## src/rtl/pad_mux_sequencer.sv

```systemverilog
`default_nettype none
// ============================================================================
//  Module      : pad_mux_sequencer
//  Description : Break-before-make sequencer between the pad-control register
//                block and the pad ring. Every change of a pad's mux select
//                first gates the pad output off for one cycle, then applies
//                the new select, then holds the gate for a settle window
//                before re-enabling the output. Attributes are registered
//                and passed straight through. One sequencer runs per pad.
//
//  Ports       : clk_i              system clock
//                rst_ni             asynchronous active-low reset
//                pad_attributes_i   per-pad attributes from pad control
//                pad_muxes_i        per-pad requested mux selects
//                pad_attributes_o   registered attributes to the pad ring
//                pad_muxes_o        applied mux select per pad
//                pad_oe_en_o        output-enable gate per pad (1 = pass)
//                pad_switch_done_o  1-cycle pulse when a pad returns to IDLE
//                busy_o             any pad not in IDLE
//
//  Revision    : 1.0  initial release
// ============================================================================
module pad_mux_sequencer #(
    parameter int NUM_PAD       = 64,
    parameter int MUX_W         = 4,
    parameter int ATTR_W        = 8,
    parameter int SETTLE_CYCLES = 4
) (
    input  logic                             clk_i,
    input  logic                             rst_ni,
    input  logic [NUM_PAD-1:0][ATTR_W-1:0]   pad_attributes_i,
    input  logic [NUM_PAD-1:0][MUX_W-1:0]    pad_muxes_i,
    output logic [NUM_PAD-1:0][ATTR_W-1:0]   pad_attributes_o,
    output logic [NUM_PAD-1:0][MUX_W-1:0]    pad_muxes_o,
    output logic [NUM_PAD-1:0]               pad_oe_en_o,
    output logic [NUM_PAD-1:0]               pad_switch_done_o,
    output logic                             busy_o
);

    localparam logic [1:0] c_st_idle   = 2'd0;
    localparam logic [1:0] c_st_drain  = 2'd1;
    localparam logic [1:0] c_st_settle = 2'd2;

    // Counter runs reload..0, so the gate is held for SETTLE_CYCLES cycles.
    localparam logic [7:0] c_cnt_reload = 8'(SETTLE_CYCLES - 1);

    logic [NUM_PAD-1:0][ATTR_W-1:0] r_attr;
    logic [NUM_PAD-1:0]             w_busy;

    // ------------------------------------------------------------------------
    // Attribute pass-through: one register stage, independent of sequencing.
    // ------------------------------------------------------------------------
    always_ff @(posedge clk_i or negedge rst_ni) begin
        if (!rst_ni) begin
            r_attr <= '0;
        end else begin
            r_attr <= pad_attributes_i;
        end
    end

    assign pad_attributes_o = r_attr;

    // ------------------------------------------------------------------------
    // Per-pad break-before-make sequencer
    // ------------------------------------------------------------------------
    genvar p;
    generate
        for (p = 0; p < NUM_PAD; p++) begin : g_pad
            logic [1:0]       r_state;
            logic [1:0]       w_state_nxt;
            logic [MUX_W-1:0] r_mux;
            logic [MUX_W-1:0] w_mux_nxt;
            logic [7:0]       r_cnt;
            logic [7:0]       w_cnt_nxt;
            // Set while the pad is in the settle window that follows reset;
            // a mismatch on the final cycle of that window must drain first.
            logic             r_boot;
            logic             w_boot_nxt;
            logic             r_done;
            logic             w_mismatch;
            logic             w_oe;
            logic             w_pad_busy;

            assign w_mismatch = (pad_muxes_i[p] != r_mux);

            // State register
            always_ff @(posedge clk_i or negedge rst_ni) begin
                if (!rst_ni) begin
                    r_state <= c_st_settle;
                    r_cnt   <= c_cnt_reload;
                    r_mux   <= '0;
                    r_boot  <= 1'b1;
                    r_done  <= 1'b0;
                end else begin
                    r_state <= w_state_nxt;
                    r_cnt   <= w_cnt_nxt;
                    r_mux   <= w_mux_nxt;
                    r_boot  <= w_boot_nxt;
                    // Pulse aligns with the first cycle the pad is back in IDLE.
                    r_done  <= (r_state == c_st_settle) && (w_state_nxt == c_st_idle);
                end
            end

            // Next-state logic
            always_comb begin
                w_state_nxt = r_state;
                w_mux_nxt   = r_mux;
                w_cnt_nxt   = r_cnt;
                w_boot_nxt  = r_boot;
                case (r_state)
                    c_st_idle: begin
                        if (w_mismatch) begin
                            w_state_nxt = c_st_drain;
                        end
                    end
                    c_st_drain: begin
                        // Latest requested value is applied, even if it has
                        // reverted to the current one; the full settle still runs.
                        w_mux_nxt   = pad_muxes_i[p];
                        w_cnt_nxt   = c_cnt_reload;
                        w_state_nxt = c_st_settle;
                    end
                    c_st_settle: begin
                        if (w_mismatch && r_boot && (r_cnt == 8'd0)) begin
                            w_state_nxt = c_st_drain;
                            w_boot_nxt  = 1'b0;
                        end else if (w_mismatch) begin
                            // Output already gated: retarget without a drain.
                            w_mux_nxt = pad_muxes_i[p];
                            w_cnt_nxt = c_cnt_reload;
                        end else if (r_cnt == 8'd0) begin
                            w_state_nxt = c_st_idle;
                            w_boot_nxt  = 1'b0;
                        end else begin
                            w_cnt_nxt = r_cnt - 8'd1;
                        end
                    end
                    default: begin
                        // Unreachable encoding: recover into a gated settle.
                        w_state_nxt = c_st_settle;
                        w_cnt_nxt   = c_cnt_reload;
                    end
                endcase
            end

            // Output logic (decoded from the state flop only)
            always_comb begin
                w_oe       = (r_state == c_st_idle);
                w_pad_busy = (r_state != c_st_idle);
            end

            assign pad_oe_en_o[p]       = w_oe;
            assign pad_muxes_o[p]       = r_mux;
            assign pad_switch_done_o[p] = r_done;
            assign w_busy[p]            = w_pad_busy;
        end
    endgenerate

    assign busy_o = |w_busy;

endmodule
`default_nettype wire

```

## config.mk

```make
export PLATFORM = sky130hd
export DESIGN_NAME = pad_mux_sequencer
export DESIGN_NICKNAME = d
export VERILOG_FILES = /design/src/rtl/pad_mux_sequencer.sv
export SDC_FILE = /design/constraint.sdc
export NUM_CORES = 2
export LEC_CHECK = 0
export CORE_AREA = 4 4 639 641
export CTS_BUF_LIST = sky130_fd_sc_hd__clkbuf_8
export DETAILED_ROUTE_END_ITERATION = 6
export DIE_AREA = 0 0 643 645
export PLACE_DENSITY = 0.4
export SETUP_SLACK_MARGIN = 0.2
export SLEW_MARGIN = 10
export SYNTH_ARGS = -nofsm -noshare
export SYNTH_HDL_FRONTEND = slang
export SYNTH_SLANG_ARGS = --single-unit
```

## constraint.sdc

```tcl
create_clock -name clk_i -period 2.4 [get_ports clk_i]
set_input_delay 0.48 -clock clk_i [delete_from_list [all_inputs] [get_ports clk_i]]
set_output_delay 0.48 -clock clk_i [all_outputs]
set_load 0.01 [all_outputs]
```

==> results.toml <==
[timing]
fmax_ghz = 0.304
rsz0062_at_grt = "yes"
drv_slew = 0
setup_slack_ns = -0.884
max_slew_margin_pct = 51.7
post-route-period-util_pct = 137
fin_skew_ns = 0.0577
final-setup-viol-count = 19
min_period_ns = 3.28
hold_viol = 0
worst_pin_slew_ns = 0.719

[drt]
drc_errors = 0
finalWirelength_mm = 335
wl_per_cell_microns = 22.7
first_pass_iters = 5
viasPerCell = 4.01
drtIter0Drc = 3120
via_count = 59261
antenna_left = 0

[cts]
insertion_delay_ns = 1.05
clockBufferDepth = 4
clk_transition_reported_paths_ns = 0.06
root_buffer = "clkbuf_8"
cts_sinks = 1536
numCtsBuffers = 320
htreeDepth = 5
cts_tree = "built"

[critical_path]
r2r-end = "g_pad[42].r_mux[2]$_DFFE_PN0P_"
worstPathArrival_ns = 2.80
criticalPathCategory = "flop to output pin"
r2r_slack_ns = -0.03
reg2reg_from = "g_pad[42].r_cnt[2]$_DFFE_PN0P_"
ff2ff_path_depth = 5
start_kind = "flop"
max_stage_delay_ns = 0.40
crit_chain = "nor2_4 > buf_4 > nand4_1 > buf_6 > nor4_4 > buf_4 > nand4_1 > buf_6"
cp-end-kind = "output pin"
crit_family = "buffers and inverters"
cp_slowest_cell = "dfrtp_1"
crit_buf_inv = 4
cp_max_fo = 2
cp.required_ns = 1.92

[synth]
synth_area_leaders = "dfrtp_1 48%, dfstp_2 10%, mux2_2 4.6%, xnor2_1 3.1%, nor2_1 2.4%"
synth_area_sq_um = 66400
synth.top_cell.area_share_pct = 48.2
ys_seq_area_share_pct = 58.4
synth_area_per_cell_sq_um = 11.5
synth-edff-count = 0
synth_largest_area_cell = "dfrtp_1"
synth_ff_type = "dfrtp_1"
ys_ff_latch = 1536
yosysUniqueCellTypes = 79
syn_nets = 6650
synth_cells = 5754
async_reset_ff_share_pct = 100
ys_warn_count = 0

[placement]
port_buffers = 1666
post_dp_cell_area_sq_um = 93200
pre_cts_ws_ns = -0.722
gp_congestion = 0.989
hpwl_mm = 274

[layout]
nets = 10047
layout_commonest_cell = "dfrtp_1"
fin_area_sq_um = 111000
final_cell_mix = "1187 x dfrtp_1, 833 x buf_4, 768 x clkdlybuf4s50_1, 719 x dlygate4sd3_1, 653 x buf_6"
area_delta_synth_final_pct = 66.7
fin_util_pct = 27.5
final_layout_size_suffix_gt1_share_pct = 33.8
fill_cells = 41953

[floorplanning]
initial_core_util_pct = 16.5
fp.dieH_microns = 645
pin_count = 1667
num_rows = 233
dieArea_sq_um = 415000
die_w_microns = 643
core_area_sq_um = 402000

[job]
cap_violations = 0

[pwr]
ir_drop_mv = 0.412
intPower_mw = 47.6
p_sw_mw = 18.4
pwr_density_cell_nw_per_um2 = 597
p_total_mw = 66.0
p_clk_share_pct = 42.9
pwr-share-seq_pct = 42.0
combPwrFrac_pct = 15.1
swShare_pct = 27.9
leakage_nw = 48.8

[global_routing]
grt_pass1_wl_mm = 468
grt-ovfl-total = 0
grt_pass1_vias = 62180
grt_start_max_net_pins = 110
grt.total_usage_pct = 15.5
antenna_found_initial = 132

[min_path]
min_to = "pad_attributes_o[58]$_DFF_PN0_"
worstHoldStart = "pad_attributes_i[58]"
holdPathStages = 1
hold_class = "input port to flop"

[run_status]
violations = "negative setup slack"
status = "finished, violations left"
cell type report:
class,instances,area (sq um),share of cell area [%]
antenna,77,193,0.174
tap,5287,6620,5.98
clock buffer,396,5450,4.92
clock inverter,181,981,0.886
inverter,317,1190,1.08
timing repair buffer,3283,30600,27.6
sequential,1536,38900,35.1
multi-input combinational,3693,26800,24.2
cells in the mapped netlist (72+ instances only):
master	n
a21oi_1	215
a31oi_1	99
buf_4	128
clkbuf_1	72
dfrtp_1	1280
dfstp_2	256
ha_1	126
inv_1	317
mux2_2	271
mux2i_1	83
nand2_1	279
nand2b_1	173
nand3_1	89
nand4_1	110
nor2_1	430
nor3_1	166
nor4_1	108
o21ai_0	211
or3_1	145
xnor2_1	232
xor2_1	100
state kept, by name, summed over array words and instances (netlist names):
name and count:
pad_attributes_o 512, g_pad.r_boot 64, g_pad.r_cnt 512, g_pad.r_state 128
g_pad.r_done 64, g_pad.r_mux 256
worst reg2reg max path, delay by kind of cell (launching register included):
family,cells,cell delay (ns)
compound gates,1,0.29
flops,1,0.39
mux,1,0.34
simple gates,3,1.32
how the worst max path moves through the flow:
stage | from | cells past startpoint | slack, ns | end
after floorplan | g_pad[33].r_cnt[3]$_DFFE_PN0P_ | 7 | -0.05 | g_pad[33].r_mux[0]$_DFFE_PN0P_
after global placement | pad_muxes_i[100] | 8 | -0.73 | g_pad[25].r_mux[2]$_DFFE_PN0P_
after detailed placement | pad_muxes_i[100] | 8 | -0.72 | g_pad[25].r_mux[2]$_DFFE_PN0P_
after CTS | g_pad[9].r_state[0]$_DFF_PN0_ | 8 | -1.12 | busy_o
after global routing | g_pad[2].r_state[0]$_DFF_PN0_ | 7 | -1.14 | busy_o
final | g_pad[9].r_state[0]$_DFF_PN0_ | 8 | -0.88 | busy_o
routing by layer:
metal | part of all wire, % | vias to the layer above | GRT usage [%]
met1 | 37 | 29582 | 16.9
met2 | 51 | 1607 | 28.1
met3 | 6.0 | 601 | 4.14
met5 | 0.092 | - | 0
li1 | - | 27419 | -
met4 | 5.2 | 52 | 6.89
cell families (layout without fill, tap and decap cells):
logic type | count (synthesis) | in the layout | synth area share (%)
and+or+nand+nor | 1869 | 1869 | 15.2
AOI/OAI and AO/OA | 1011 | 1012 | 10.1
other | 0 | 77 | 0
buffers and inverters | 526 | 4177 | 3.74
DFF | 1536 | 1536 | 58.4
adders and majority gates | 126 | 126 | 2.37
muxes | 354 | 354 | 5.85
xor gates and xnor gates | 332 | 332 | 4.38
stage by stage:
step	std cells	TNS, ns	hold WS (ns)
2_1_floorplan	5754	-0.208	0.184
3_3_place_gp	13076	-43.61	0.355
3_5_place_dp	13076	-46.59	0.356
4_1_cts	14653	-8.92	0.000190
5_1_grt	14743	-7.59	-0.00620
6_report	14770	-1.47	0.118
power groups by stage:
stage                     logic (mW)  registers (mW)  clock network (mW)
after CTS                       10.0            27.7                29.9
final                           9.94            27.7                28.4
after detailed placement        8.43            28.2                   0
after floorplan                 1.99            28.4                   0
after global placement          8.38            28.1                   0
after global routing            10.6            27.8                31.1
repair_timing:
action / CTS / global route
endpoints found under the hold margin: 2138 / 0
buffers inserted: 281 / 35
hold buffers: 719 / 0
gates cloned: 0 / 5
endpoints found under the setup margin: 1061 / 697
pin swaps: 50 / 98
resized for setup: 5157 / 266
Note: power is estimated with default switching activity, not from simulation.
